--- src/rtl/iir_sos_tdm_pkg.sv ---
// Shared formats, coefficient indices, FSM states and
// fixed-point helpers for the time-multiplexed biquad cascade.
package iir_pkg;

  localparam int WIX_D  = 3;
  localparam int WFX_D  = 7;
  localparam int WIC_D  = 2;
  localparam int WFC_D  = 8;
  localparam int WIS_D  = 5;
  localparam int WFS_D  = 11;
  localparam int WIO_D  = 14;
  localparam int WFO_D  = 24;
  localparam int NSEC_D = 4;

  localparam int B0 = 0;
  localparam int B1 = 1;
  localparam int B2 = 2;
  localparam int A0 = 3;
  localparam int A1 = 4;
  localparam int A2 = 5;
  localparam int NK = 6;

  typedef enum logic [1:0] {
    IDLE,
    MAC,
    WB,
    DONE
  } state_t;

  // MAC tap order: b0*x, b1*x1, b2*x2, a1*y1, a2*y2
  function automatic int coef_idx(input logic [2:0] tap);
    unique case (tap)
      3'd0:    return B0;
      3'd1:    return B1;
      3'd2:    return B2;
      3'd3:    return A1;
      3'd4:    return A2;
      default: return A0;
    endcase
  endfunction

  function automatic logic signed [63:0] rnd_hu(
    input logic signed [63:0] v,
    input int                 sh
  );
    if (sh <= 0) return v;
    return (v + (64'sd1 <<< (sh - 1))) >>> sh;
  endfunction

  function automatic logic signed [63:0] sat(
    input logic signed [63:0] v,
    input int                 w
  );
    logic signed [63:0] hi;
    logic signed [63:0] lo;
    hi = (64'sd1 <<< (w - 1)) - 64'sd1;
    lo = -hi - 64'sd1;
    if (v > hi) return hi;
    if (v < lo) return lo;
    return v;
  endfunction

endpackage

--- src/rtl/iir_sos_tdm_if.sv ---
// Sample, coefficient and result bundle of the biquad cascade.
// The source/host side is master, the filter is slave.
interface iir_sos_tdm_if
  import iir_pkg::*;
#(
  parameter int WIX  = WIX_D,
  parameter int WFX  = WFX_D,
  parameter int WIC  = WIC_D,
  parameter int WFC  = WFC_D,
  parameter int WIO  = WIO_D,
  parameter int WFO  = WFO_D,
  parameter int NSEC = NSEC_D
);
  localparam int AW = $clog2(NK * NSEC);

  logic signed [WIX+WFX-1:0] X;
  logic                      CE;
  logic                      READY;
  logic                      COEF_WE;
  logic        [AW-1:0]      COEF_ADDR;
  logic signed [WIC+WFC-1:0] COEF_DATA;
  logic signed [WIO+WFO-1:0] Y;
  logic                      Y_VALID;
  logic                      overflow;

  modport master (
    output X, CE, COEF_WE, COEF_ADDR, COEF_DATA,
    input  READY, Y, Y_VALID, overflow
  );

  modport slave (
    input  X, CE, COEF_WE, COEF_ADDR, COEF_DATA,
    output READY, Y, Y_VALID, overflow
  );

endinterface

--- src/rtl/iir_sos_tdm_mac_sat.sv ---
// Shared signed MAC: full-precision accumulator, then
// round-half-up and saturation of the section result.
module iir_mac_sat
  import iir_pkg::*;
#(
  parameter int WIS = WIS_D,
  parameter int WFS = WFS_D,
  parameter int WIC = WIC_D,
  parameter int WFC = WFC_D
) (
  input  logic                      CLK,
  input  logic                      RESET,
  input  logic                      en,
  input  logic                      first,
  input  logic                      neg,
  input  logic signed [WIS+WFS-1:0] a,
  input  logic signed [WIC+WFC-1:0] c,
  output logic signed [WIS+WFS-1:0] y,
  output logic                      clip
);
  localparam int WS = WIS + WFS;
  localparam int WA = WS + WIC + WFC + 3;

  logic signed [WA-1:0] acc;
  logic signed [WA-1:0] nxt;
  logic signed [WA-1:0] ae;
  logic signed [WA-1:0] ce;
  logic signed [WA-1:0] p;
  logic signed [63:0]   r;
  logic signed [63:0]   s;

  assign ae = WA'(a);
  assign ce = WA'(c);
  assign p  = ae * ce;

  always_comb begin
    nxt = first ? '0 : acc;
    nxt = neg ? nxt - p : nxt + p;
  end

  always_ff @(posedge CLK) begin
    if (!RESET)  acc <= '0;
    else if (en) acc <= nxt;
  end

  always_comb begin
    r    = rnd_hu(64'(acc), WFC);
    s    = sat(r, WS);
    clip = (s != r);
    y    = s[WS-1:0];
  end

endmodule

--- src/rtl/iir_sos_tdm.sv ---
// Cascaded direct-form-I biquads sharing one MAC; coefficient
// RAM, per-section delay lines and the sequencing FSM live here.
module iir_sos_tdm
  import iir_pkg::*;
#(
  parameter int WIX  = WIX_D,
  parameter int WFX  = WFX_D,
  parameter int WIC  = WIC_D,
  parameter int WFC  = WFC_D,
  parameter int WIS  = WIS_D,
  parameter int WFS  = WFS_D,
  parameter int WIO  = WIO_D,
  parameter int WFO  = WFO_D,
  parameter int NSEC = NSEC_D
) (
  input logic          CLK,
  input logic          RESET,
  iir_sos_tdm_if.slave bus
);
  localparam int WS = WIS + WFS;
  localparam int WO = WIO + WFO;
  localparam int NC = NK * NSEC;
  localparam int AW = $clog2(NC);
  localparam int SW = (NSEC > 1) ? $clog2(NSEC) : 1;
  localparam logic [SW-1:0] LAST = SW'(NSEC - 1);

  state_t                    st;
  logic [SW-1:0]             sec;
  logic [2:0]                tap;
  logic [AW-1:0]             caddr;
  logic signed [WIC+WFC-1:0] cram [NC];
  logic signed [WS-1:0]      x1 [NSEC];
  logic signed [WS-1:0]      x2 [NSEC];
  logic signed [WS-1:0]      y1 [NSEC];
  logic signed [WS-1:0]      y2 [NSEC];
  logic signed [WS-1:0]      xs;
  logic signed [WS-1:0]      opnd;
  logic signed [WS-1:0]      ysec;
  logic                      clip;

  assign caddr = AW'(int'(sec) * NK + coef_idx(tap));

  always_comb begin
    opnd = xs;
    unique case (tap)
      3'd1:    opnd = x1[sec];
      3'd2:    opnd = x2[sec];
      3'd3:    opnd = y1[sec];
      3'd4:    opnd = y2[sec];
      default: opnd = xs;
    endcase
  end

  iir_mac_sat #(
    .WIS(WIS),
    .WFS(WFS),
    .WIC(WIC),
    .WFC(WFC)
  ) u_mac (
    .CLK  (CLK),
    .RESET(RESET),
    .en   (st == MAC),
    .first(tap == 3'd0),
    .neg  (tap >= 3'd3),
    .a    (opnd),
    .c    (cram[caddr]),
    .y    (ysec),
    .clip (clip)
  );

  // RAM keeps its contents through reset
  always_ff @(posedge CLK) begin
    if (RESET && st == IDLE && bus.COEF_WE &&
        int'(bus.COEF_ADDR) < NC)
      cram[bus.COEF_ADDR] <= bus.COEF_DATA;
  end

  always_ff @(posedge CLK) begin
    if (!RESET) begin
      st           <= IDLE;
      sec          <= '0;
      tap          <= '0;
      xs           <= '0;
      bus.READY    <= 1'b1;
      bus.Y        <= '0;
      bus.Y_VALID  <= 1'b0;
      bus.overflow <= 1'b0;
      for (int i = 0; i < NSEC; i++) begin
        x1[i] <= '0;
        x2[i] <= '0;
        y1[i] <= '0;
        y2[i] <= '0;
      end
    end else begin
      bus.Y_VALID <= 1'b0;
      unique case (st)
        IDLE: begin
          if (bus.CE) begin
            xs        <= WS'(bus.X) <<< (WFS - WFX);
            sec       <= '0;
            tap       <= '0;
            bus.READY <= 1'b0;
            st        <= MAC;
          end
        end
        MAC: begin
          if (tap == 3'd4) st <= WB;
          else             tap <= tap + 3'd1;
        end
        WB: begin
          x2[sec] <= x1[sec];
          x1[sec] <= xs;
          y2[sec] <= y1[sec];
          y1[sec] <= ysec;
          xs      <= ysec;
          tap     <= '0;
          if (clip) bus.overflow <= 1'b1;
          if (sec == LAST) begin
            st <= DONE;
          end else begin
            sec <= sec + SW'(1);
            st  <= MAC;
          end
        end
        DONE: begin
          bus.Y       <= WO'(xs) <<< (WFO - WFS);
          bus.Y_VALID <= 1'b1;
          bus.READY   <= 1'b1;
          st          <= IDLE;
        end
        default: st <= IDLE;
      endcase
    end
  end

endmodule

--- src/flat_wrapper.sv ---
// flat-port wrapper written by rule: the top's interface ports become plain ports
module iir_sos_tdm_flat import iir_pkg::*;
#(
  parameter int WIX  = WIX_D,
  parameter int WFX  = WFX_D,
  parameter int WIC  = WIC_D,
  parameter int WFC  = WFC_D,
  parameter int WIS  = WIS_D,
  parameter int WFS  = WFS_D,
  parameter int WIO  = WIO_D,
  parameter int WFO  = WFO_D,
  parameter int NSEC = NSEC_D
)
  (CLK, RESET, bus_X, bus_CE, bus_COEF_WE, bus_COEF_ADDR, bus_COEF_DATA, bus_READY, bus_Y, bus_Y_VALID, bus_overflow);
  iir_sos_tdm_if #(.WIX(WIX), .WFX(WFX), .WIC(WIC), .WFC(WFC), .WIO(WIO), .WFO(WFO), .NSEC(NSEC)) bus_i ();
  input logic CLK;
  input logic RESET;
  input wire logic [$bits(bus_i.X)-1:0] bus_X;
  input wire logic [$bits(bus_i.CE)-1:0] bus_CE;
  input wire logic [$bits(bus_i.COEF_WE)-1:0] bus_COEF_WE;
  input wire logic [$bits(bus_i.COEF_ADDR)-1:0] bus_COEF_ADDR;
  input wire logic [$bits(bus_i.COEF_DATA)-1:0] bus_COEF_DATA;
  output wire logic [$bits(bus_i.READY)-1:0] bus_READY;
  output wire logic [$bits(bus_i.Y)-1:0] bus_Y;
  output wire logic [$bits(bus_i.Y_VALID)-1:0] bus_Y_VALID;
  output wire logic [$bits(bus_i.overflow)-1:0] bus_overflow;
  assign bus_i.X = bus_X;
  assign bus_i.CE = bus_CE;
  assign bus_i.COEF_WE = bus_COEF_WE;
  assign bus_i.COEF_ADDR = bus_COEF_ADDR;
  assign bus_i.COEF_DATA = bus_COEF_DATA;
  assign bus_READY = bus_i.READY;
  assign bus_Y = bus_i.Y;
  assign bus_Y_VALID = bus_i.Y_VALID;
  assign bus_overflow = bus_i.overflow;
  iir_sos_tdm #(.WIX(WIX), .WFX(WFX), .WIC(WIC), .WFC(WFC), .WIS(WIS), .WFS(WFS), .WIO(WIO), .WFO(WFO), .NSEC(NSEC)) u_core (.CLK(CLK), .RESET(RESET), .bus(bus_i));
endmodule
--- config.mk ---
export PLATFORM = sky130hd
export DESIGN_NAME = iir_sos_tdm_flat
export DESIGN_NICKNAME = d
export VERILOG_FILES = /design/src/rtl/iir_sos_tdm_pkg.sv /design/src/rtl/iir_sos_tdm_if.sv /design/src/rtl/iir_sos_tdm_mac_sat.sv /design/src/rtl/iir_sos_tdm.sv /design/src/flat_wrapper.sv
export SDC_FILE = /design/constraint.sdc
export NUM_CORES = 1
export LEC_CHECK = 0
export CAP_MARGIN = 20
export CORE_MARGIN = 1.5
export CORE_UTILIZATION = 57
export CTS_CLUSTER_DIAMETER = 100
export DETAILED_ROUTE_END_ITERATION = 10
export GPL_TIMING_DRIVEN = 0
export MAX_ROUTING_LAYER = met4
export PLACE_DENSITY = 0.77
export SLEW_MARGIN = 20
export SYNTH_ARGS = -nofsm -noshare
export SYNTH_HDL_FRONTEND = slang
export SYNTH_SLANG_ARGS = --single-unit
--- constraint.sdc ---
create_clock -name CLK -period 10.9 [get_ports CLK]
set_input_delay 2.18 -clock CLK [delete_from_list [all_inputs] [get_ports CLK]]
set_output_delay 2.18 -clock CLK [all_outputs]
set_load 0.005 [all_outputs]
==> impl_metrics.sql <==
INSERT INTO impl_metrics (metric_group, metric, value, unit) VALUES
('outcome', 'status', 'completed', ''),
('grt', 'grt_met1_usage', '39.5', '%'),
('yosys', 'synth_simple_gate_area_share', '12.7', '%'),
('yosys', 'async_reset_ff_share', '0', '%'),
('cells_and_area', 'layout_commonest_cell', 'edfxtp_1', ''),
('yosys', 'yosysWarnings', '0', ''),
('cells_and_area', 'final_design_area_no_fill', '37300', 'µm²'),
('yosys', 'postSynthAreaPerCell', '12.6', 'µm²'),
('setup_path', 'family_of_cells_with_the_greatest_summed_delay_on_the_critical_path', 'adder cells', ''),
('grt', 'grt_pass1_vias', '21600', ''),
('cells_and_area', 'most_used_cells_in_the_layout_excluding_fill_and_tap_cells', 'edfxtp_1, and2_1, inv_1', ''),
('yosys', 'ys_dominant_reg_cell', 'edfxtp_1', ''),
('grt', 'grt_first_pass_wirelength', '128000', 'µm'),
('die', 'floorplan.die.width', '242', 'µm'),
('cells_and_area', 'post-route-util', '66.1', '%'),
('die', 'fp.dieH', '242', 'µm'),
('clock_network', 'cts_inserted_buffers', '56', ''),
('setup_path', 'crit_type', 'reg -> reg', ''),
('drt', 'drc_violation_total_after_the_first_tritonroute_iteration', '2042', ''),
('timing', 'skew', '31.9', 'ps'),
('grt', 'grt_start_max_net_pins', '38', ''),
('placed_design', 'place.port_buffers', '56', ''),
('drt', 'viasPerCell', '6.12', ''),
('cells_and_area', 'antenna-diode-count', '0', ''),
('timing', 'finalHoldViolations', '0', ''),
('placed_design', 'gp_routability_congestion', '0.989', ''),
('setup_path', 'worst_path_max_delay_cell', 'fa_1', ''),
('drt', 'ant_nets', '0', ''),
('cells_and_area', 'p_r_area_growth_vs_syn', '14.4', '%'),
('clock_network', 'cts.htree.levels', '2', ''),
('yosys', 'synth_top_family_by_area', 'simple AND/OR/NAND/NOR gates', ''),
('drt', 'wirelength', '84600', 'µm'),
('timing', 'fin_worst_hold_slack', '453', 'ps'),
('grt', 'globalRouteTotalUtil', '29.7', '%'),
('die', 'floorplan.initialDensity', '57.8', '%'),
('clock_network', 'tritoncts_num_sinks', '569', ''),
('timing', 'final_worst_path_period_need', '10580', 'ps'),
('cells_and_area', 'final_net_count', '3042', ''),
('clock_network', 'clk_pin_slew_worst_paths', '70', 'ps'),
('placed_design', 'detailed_place_hpwl', '59800', 'µm'),
('clock_network', 'clkLatencyLatePin', '630', 'ps'),
('timing', 'maxSlewHeadroom', '21.3', '%'),
('yosys', 'netlist_instances', '2594', ''),
('placed_design', 'postPlaceCellArea', '34400', 'µm²'),
('grt', 'grt.met3_usage', '3.86', '%'),
('yosys', 'synth_xor_area_share', '2.28', '%'),
('job', 'maxCapViolations', '0', ''),
('power_and_ir_drop', 'seq_power_share', '27.8', '%'),
('setup_path', 'worst_ep_arrival_time', '11070', 'ps'),
('grt', 'grt-ovfl-total', '0', ''),
('timing', 'fin_crit_sh', '97.1', '%'),
('power_and_ir_drop', 'combPwrFrac', '50.2', '%'),
('die', 'placeable_area', '56400', 'µm²'),
('setup_path', 'timing.critical_path.slowest_cell_delay', '540', 'ps'),
('setup_path', 'cp-end-kind', 'register', ''),
('drt', 'detail_route.first_pass.iterations', '6', ''),
('yosys', 'post_synth_mux_area_share', '9.67', '%'),
('power_and_ir_drop', 'p_int', '5410', 'µW'),
('yosys', 'synth_seq_cells', '569', ''),
('grt', 'met2_resource_use_gr', '47.6', '%'),
('setup_path', 'timing.critical_path.fanout_max', '10', ''),
('yosys', 'yosysSeqAreaShare', '50.2', '%'),
('die', 'row_count', '87', ''),
('timing', 'max_slew.worst_pin.slew', '1180', 'ps'),
('power_and_ir_drop', 'power_per_cell_area', '239', 'nW/µm²'),
('yosys', 'area_fraction_in_compound_gates_after_synthesis', '7.90', '%'),
('cells_and_area', 'drive_above_1_share', '16.6', '%'),
('worst_hold_path', 'hold_path.class', 'reg -> reg', ''),
('drt', 'drt_drc_violations_left', '0', ''),
('drt', 'via_count', '21900', ''),
('die', 'fp.dieArea', '58600', 'µm²');
## stage by stage
step,worst slack (ps),total power [µW],std cells
2_1_floorplan,40.8,5620,2606
3_3_place_gp,-2930,6400,3418
3_5_place_dp,-3180,6490,3425
4_1_cts,0.525,8590,3546
5_1_grt,-22.9,9450,3574
6_report,315,8910,3574
## power by group through the flow
| stage | Sequential (µW) | Clock (µW) | Combinational [µW] |
|---|---|---|---|
| after CTS | 2480 | 1960 | 4150 |
| final | 2480 | 1960 | 4480 |
| after detailed placement | 2520 | 0 | 3970 |
| after global routing | 2480 | 2040 | 4920 |
| after floorplan | 2500 | 0 | 3110 |
| after global placement | 2530 | 0 | 3880 |
## worst min-delay path: stages, from the launching register on
cell and delay [ps]:
dfxtp_1 310, nand2_1 50, a21oi_1 50
## what timing repair did
action | 4_1_cts | 5_1_grt
buffers inserted | 17 | 28
pin swaps | 15 | 41
hold buffers | 0 | 0
gates resized for setup | 99 | 91
endpoints found under the setup margin | 20 | 12
endpoints found under the hold margin | 0 | 0
## state kept, by name, summed over array words and instances (netlist names), named ones only
register             count
u_core.x1               64
u_core.bus.READY         1
u_core.u_mac.acc        29
u_core.bus.Y            16
u_core.y1               64
u_core.y2               64
u_core.bus.Y_VALID       1
u_core.x2               64
u_core.xs               16
u_core.bus.overflow      1
u_core.st                2
u_core.cram            240
u_core.sec               2
u_core.tap               3
## path summary, 6_finish.rpt
| check | cells after the start | slack, ps | endpoint | from |
|---|---|---|---|---|
| hold reg to reg | 2 | 450 | u_core.u_mac.acc[6] | u_core.u_mac.acc[6] |
| setup reg to reg | 47 | 320 | u_core.u_mac.acc[22] | u_core.tap[2] |
| hold / removal | 2 | 450 | u_core.u_mac.acc[6] | u_core.u_mac.acc[6] |
| setup / recovery | 47 | 320 | u_core.u_mac.acc[22] | u_core.tap[2] |
## cell type report
| type | count | area (µm²) |
|---|---|---|
| clock inverters | 41 | 397 |
| well taps | 756 | 946 |
| fillers | 4087 | 19100 |
| plain buffers | 157 | 978 |
| clock buffers | 64 | 1460 |
| inverters | 209 | 787 |
| flip-flops and latches | 569 | 16400 |
| repair buffers | 108 | 1100 |
| multi-input cells | 1670 | 15200 |
## synth_stat cells (6+ instances only)
cell      count  area share (%)
buf_4        29            0.67
a22o_1       17            0.46
and3_1       18            0.35
fa_1        142             8.7
a32oi_1      17            0.46
nand2b_1     20            0.38
buf_1        13            0.15
edfxtp_1    496              46
o31ai_1       9            0.21
nand2_1     176             2.0
and2_1      235             4.5
a21boi_0      8            0.18
nor3_1       27            0.41
or3_1        10            0.19
clkbuf_1     95             1.1
o21a_1       13            0.30
buf_2        21            0.32
o21ai_0      51            0.78
a21o_1       42            0.97
xnor2_1      55             1.5
dfxtp_1      73             4.5
inv_1       208             2.4
a21boi_2      6            0.21
o21ai_1       6           0.092
xor2_1       28            0.75
a31oi_1       9            0.17
nand3_1      40            0.61
a22oi_1      20            0.46
nor2_1      192             2.2
a21oi_1     105             1.6
nor2b_1      42            0.81
mux2i_1      12            0.37
ha_1        100             3.8
mux4_2      134             9.3
a211oi_1     13            0.30
## layer usage
layer	wire length, µm	vias to the layer above
met5	0	-
met1	33100	11100
met2	41400	1026
met3	6970	187
met4	3130	0
li1	-	9600
## cells by family (layout without fill, tap and decap cells)
kind of cell    after synthesis  after routing
flops                       569            569
simple gates                809            809
xor+xnor                     84             84
buf+inv                     367            579
mux                         147            147
fa+ha+maj                   242            242
compound gates              375            375
other cells                   1             13
No activity file was read; power rests on OpenSTA's default activity.
